--- src/rtl/sdram_pkg.sv ---
// Shared types and constants for the SDRAM read-burst capture path.
// RD_CAPT_IOREG_EN adds one cycle of input registering on the data bus.
package sdram_pkg;

    typedef enum logic [1:0] {
        IDLE    = 2'd0,
        WAIT_CL = 2'd1,
        BURST   = 2'd2
    } state_t;

    localparam logic [1:0] CL2 = 2'd2;
    localparam logic [1:0] CL3 = 2'd3;

    // brst_max encodings (beats minus one)
    typedef enum logic [2:0] {
        BL1 = 3'd0,
        BL2 = 3'd1,
        BL4 = 3'd3,
        BL8 = 3'd7
    } bl_t;

`ifdef RD_CAPT_IOREG_EN
    localparam logic [1:0] IO_DLY = 2'd1;
`else
    localparam logic [1:0] IO_DLY = 2'd0;
`endif

    // Cycles spent in WAIT_CL minus one; CAS latency 0/1 behave as 2.
    function automatic logic [1:0] lat_load(input logic [1:0] cl);
        if (cl == CL3)
            lat_load = CL3 - 2'd2 + IO_DLY;
        else
            lat_load = CL2 - 2'd2 + IO_DLY;
    endfunction

endpackage

--- src/rtl/rd_beat_cntr.sv ---
// Loadable saturating down-counter used for CAS wait and beat counting.
// Build option RD_CAPT_IOREG_EN does not affect this module.
module rd_beat_cntr
    import sdram_pkg::*;
#(
    parameter int W = 3
) (
    input  logic         Clk,
    input  logic         Reset,
    input  logic         load,
    input  logic [W-1:0] load_val,
    input  logic         dec,
    output logic [W-1:0] cnt,
    output logic         zero
);

    always_ff @(posedge Clk) begin
        if (Reset)
            cnt <= '0;
        else if (load)
            cnt <= load_val;
        else if (dec && (cnt != '0))
            cnt <= cnt - 1'b1;
    end

    assign zero = (cnt == '0);

endmodule

--- src/rtl/rd_brst_capt.sv ---
// SDRAM read-burst capture: waits CAS latency, then registers each beat.
// Define RD_CAPT_IOREG_EN to add an input register on sdr_dq_in.
module rd_brst_capt
    import sdram_pkg::*;
#(
    parameter int DW = 32
) (
    input  logic          Clk,
    input  logic          Reset,
    input  logic          rd_cmd,
    input  logic [1:0]    cas_lat,
    input  logic [2:0]    brst_max,
    input  logic [DW-1:0] sdr_dq_in,
    output logic [DW-1:0] usr_dout,
    output logic          usr_dvalid,
    output logic          usr_dlast,
    output logic          capt_busy,
    output logic          ovr_err
);

    state_t        state;
    state_t        nxt;
    logic [2:0]    brst_q;
    logic [1:0]    lat_cnt;
    logic          lat_zero;
    logic [2:0]    beat_cnt;
    logic          beat_zero;
    logic          accept;
    logic          lat_dec;
    logic          beat_ld;
    logic          beat_dec;
    logic          cap_en;
    logic [DW-1:0] cap_d;

    // Busy also covers the cycle the final beat is presented.
    assign capt_busy = (state != IDLE) || usr_dvalid;
    assign accept    = rd_cmd && !capt_busy;

`ifdef RD_CAPT_IOREG_EN
    logic [DW-1:0] dq_q;

    always_ff @(posedge Clk) begin
        if (Reset)
            dq_q <= '0;
        else
            dq_q <= sdr_dq_in;
    end

    assign cap_d = dq_q;
`else
    assign cap_d = sdr_dq_in;
`endif

    rd_beat_cntr #(.W(2)) u_lat_cntr (
        .Clk      (Clk),
        .Reset    (Reset),
        .load     (accept),
        .load_val (lat_load(cas_lat)),
        .dec      (lat_dec),
        .cnt      (lat_cnt),
        .zero     (lat_zero)
    );

    rd_beat_cntr #(.W(3)) u_beat_cntr (
        .Clk      (Clk),
        .Reset    (Reset),
        .load     (beat_ld),
        .load_val (brst_q),
        .dec      (beat_dec),
        .cnt      (beat_cnt),
        .zero     (beat_zero)
    );

    always_ff @(posedge Clk) begin
        if (Reset)
            state <= IDLE;
        else
            state <= nxt;
    end

    always_comb begin
        nxt      = state;
        lat_dec  = 1'b0;
        beat_ld  = 1'b0;
        beat_dec = 1'b0;
        cap_en   = 1'b0;
        case (state)
            IDLE: begin
                if (accept)
                    nxt = WAIT_CL;
            end
            WAIT_CL: begin
                lat_dec = 1'b1;
                if (lat_zero) begin
                    beat_ld = 1'b1;
                    nxt     = BURST;
                end
            end
            BURST: begin
                cap_en   = 1'b1;
                beat_dec = 1'b1;
                if (beat_zero)
                    nxt = IDLE;
            end
            default: nxt = IDLE;
        endcase
    end

    always_ff @(posedge Clk) begin
        if (Reset) begin
            usr_dout   <= '0;
            usr_dvalid <= 1'b0;
            usr_dlast  <= 1'b0;
            ovr_err    <= 1'b0;
            brst_q     <= '0;
        end else begin
            usr_dvalid <= cap_en;
            usr_dlast  <= cap_en && beat_zero;
            if (cap_en)
                usr_dout <= cap_d;
            if (rd_cmd && capt_busy)
                ovr_err <= 1'b1;
            if (accept)
                brst_q <= brst_max;
        end
    end

    // Lower bits of the latency counter are only observed through lat_zero.
    logic unused_ok;
    assign unused_ok = ^{lat_cnt, beat_cnt};

endmodule

--- config.mk ---
export PLATFORM = sky130hd
export DESIGN_NAME = rd_brst_capt
export DESIGN_NICKNAME = d
export VERILOG_FILES = /design/src/rtl/sdram_pkg.sv /design/src/rtl/rd_beat_cntr.sv /design/src/rtl/rd_brst_capt.sv
export SDC_FILE = /design/constraint.sdc
export NUM_CORES = 1
export LEC_CHECK = 0
export CAP_MARGIN = 20
export CORE_MARGIN = 2
export CORE_UTILIZATION = 37
export DETAILED_ROUTE_END_ITERATION = 8
export MAX_ROUTING_LAYER = met4
export PLACE_DENSITY = 0.75
export SYNTH_ARGS = -nofsm -noshare
export SYNTH_HDL_FRONTEND = slang
export SYNTH_HIERARCHICAL = 1
export SYNTH_SLANG_ARGS = --single-unit
--- constraint.sdc ---
create_clock -name Clk -period 1.5 [get_ports Clk]
set_clock_uncertainty 0.05 [all_clocks]
set_input_delay 0.15 -clock Clk [delete_from_list [all_inputs] [get_ports Clk]]
set_output_delay 0.15 -clock Clk [all_outputs]
set_load 0.02 [all_outputs]
==> out/metrics.cfg <==
[worst_setup_path]
arrival_ps = 1650
critPathKind = reg -> reg
critPathLaunchType = flip-flop
cp.required_ps = 1670
cp-end-kind = flip-flop
critPathMaxFanout = 4

[floorplanning]
die-area_um2 = 5200
pin_count = 76
fp-row-count = 24
coreArea_um2 = 4410
initial_utilization = 0.389
die_x_um = 72.1
dieHeight_um = 72.1

[finish]
drive_gt1_frac = 0.120
num_antenna_cells = 0
final_util = 0.613
area_growth_pct = 57.6
fin_nets = 333
final_common_cell = clkdlybuf4s50_1
final_cell_mix = clkdlybuf4s50_1, nand2_1, dfxtp_1
fin_cells = 343

[synthesis]
yosys_warnings = 6
synth_cell_types = 26
ys_seq_elements = 45
ys_seq_area_frac = 0.524
synthesis.nets = 248
synth_edf_count = 0
syn_avg_cell_area_um2 = 8.38
synth_largest_area_cell = dfxtp_1
synth_area_um2 = 1720
synth_async_sr_flop_share = 0
ys_top_cells_by_area = dfxtp_1, nand2_1, a21oi_1
synth_top_flop_cell = dfxtp_1
synth_top_area_frac = 0.524
synthCells = 205

[power]
netSwitchingFraction = 0.270
seqPwrFrac = 0.502
p_leak_nw = 0.996
switchingPower_mw = 0.693
clkPwrFrac = 0.294
power.internal_mw = 1.87
powerDensity_nw_per_um2 = 947
ir_drop_mv = 0.526
p_comb_frac = 0.204

[grt]
grt_start_max_net_pins = 26
grt_pass1_wl_um = 6640
grt_pass1_vias = 1483
antenna_found_initial = 0
grt_usage = 0.167
overflow = 0

[routing]
post_drt_wl_per_cell_um = 11.9
firstDrtPassIters = 4
drt-total-wl_um = 4090
drc_errors = 0
vias_per_cell = 4.65
drtIter0Drc = 80
drtAntennaViolNets = 0
vias = 1595

[cts]
max-clock-path-buffers = 2
h-tree-depth = 2
cts_made_buffers = 5
root_buffer = clkbuf_8
clock_sinks = 45
tritoncts = done
holdBufCountCts = 0
clk_pin_slew_ps = 90
clk_latency_ps = 300

[timing]
post-route-worst-setup-slack_ps = 17.0
max_freq_ghz = 0.674
finalCritPeriodShare = 0.989
finalSetupTns_ps = 0
setup_violations = 0
slew_violations = 0
rsz0062_at_grt = true
hold_viol_final = 0
period_minus_slack_ps = 1480
whs_ps = 339

[job]
drv_cap = 0

[status]
status = completed

[placed_design]
dpl.cell_count = 333
portBuffers = 75
place_ws_ps = -21.7
dpl.hpwl_um = 2880
gp_congestion = 0.732

[worst_hold_path]
hold_class = in -> reg

-- flip-flops by register name, summed over array words and instances (netlist names) --
signal           cells
usr_dout            32
state                2
usr_dvalid           1
brst_q               3
u_beat_cntr/cnt      3
usr_dlast            1
ovr_err              1
u_lat_cntr/cnt       2
-- metal layers --
metal | track usage | vias up | routed length [µm]
met5 | - | - | 0
met1 | 0.191 | 721 | 1760
met2 | 0.279 | 44 | 2020
li1 | - | 826 | -
met4 | 0.0566 | 0 | 42
met3 | 0.0486 | 4 | 278
-- logic make-up (layout without fill, tap and decap cells) --
| kind of cell | count (synthesis) | in the layout | share of synthesized area |
|---|---|---|---|
| xor+xnor | 2 | 2 | 0.0102 |
| other cells | 1 | 1 | 0.00218 |
| simple gates | 89 | 89 | 0.236 |
| buf+inv | 20 | 106 | 0.0546 |
| flops | 45 | 45 | 0.524 |
| compound gates | 42 | 42 | 0.133 |
| mux | 3 | 3 | 0.0175 |
| fa+ha+maj | 3 | 3 | 0.0219 |
-- cell type report --
type | instances | area (µm²)
Multi-Input combinational cell | 140 | 748
Clock inverter | 3 | 22.5
Clock buffer | 5 | 68.8
Tap cell | 52 | 65.1
Sequential cell | 45 | 905
Fill cell | 417 | 1710
Inverter | 9 | 33.8
Timing Repair Buffer | 89 | 865
-- timing repair --
action | CTS | global route
setup endpoints to repair | 4 | 3
cloned | 0 | 0
resized for setup | 6 | 9
pin swaps | 1 | 5
buffers inserted | 0 | 2
-- critical path: stages, from the launching register on --
cell,delay (ps)
dfxtp_2,350
inv_2,40
ha_4,160
ha_4,150
nand2b_4,140
or3_1,340
a31oi_1,170
-- power groups by stage --
stage / Sequential (mW) / Clock [mW] / Combinational [mW]
6_report: 1.29 / 0.753 / 0.522
5_1_grt: 1.30 / 0.828 / 0.571
4_1_cts: 1.29 / 0.786 / 0.514
3_5_place_dp: 1.31 / 0 / 0.513
3_3_place_gp: 1.31 / 0 / 0.505
2_1_floorplan: 1.36 / 0 / 0.207
-- path summary, 6_finish.rpt --
check	startpoint	slack, ps	to	cells past startpoint
setup / recovery	u_beat_cntr/cnt[0]	20	u_beat_cntr/cnt[1]	6
hold / removal	sdr_dq_in[9]	340	usr_dout[9]	3
setup reg to reg	u_beat_cntr/cnt[0]	20	u_beat_cntr/cnt[1]	6
hold reg to reg	usr_dout[11]	410	usr_dout[11]	2
-- synthesized netlist by cell type, types with 2 or more instances --
cell type / n
nor2_1: 8
nand3b_1: 3
clkbuf_1: 4
or3_1: 3
buf_2: 3
a31oi_1: 2
buf_4: 4
mux2i_1: 3
nand2_1: 67
inv_1: 8
xnor2_1: 2
a21oi_1: 36
and2_1: 3
dfxtp_1: 45
ha_1: 3
-- per-stage QoR --
step / power (mW) / area (µm²)
finish: 2.56 / 2710
global route: 2.69 / 2710
CTS: 2.59 / 2660
detailed placement: 1.83 / 2580
global placement: 1.82 / 2580
floorplan: 1.56 / 1720
Note: power is estimated with default switching activity, not from simulation.
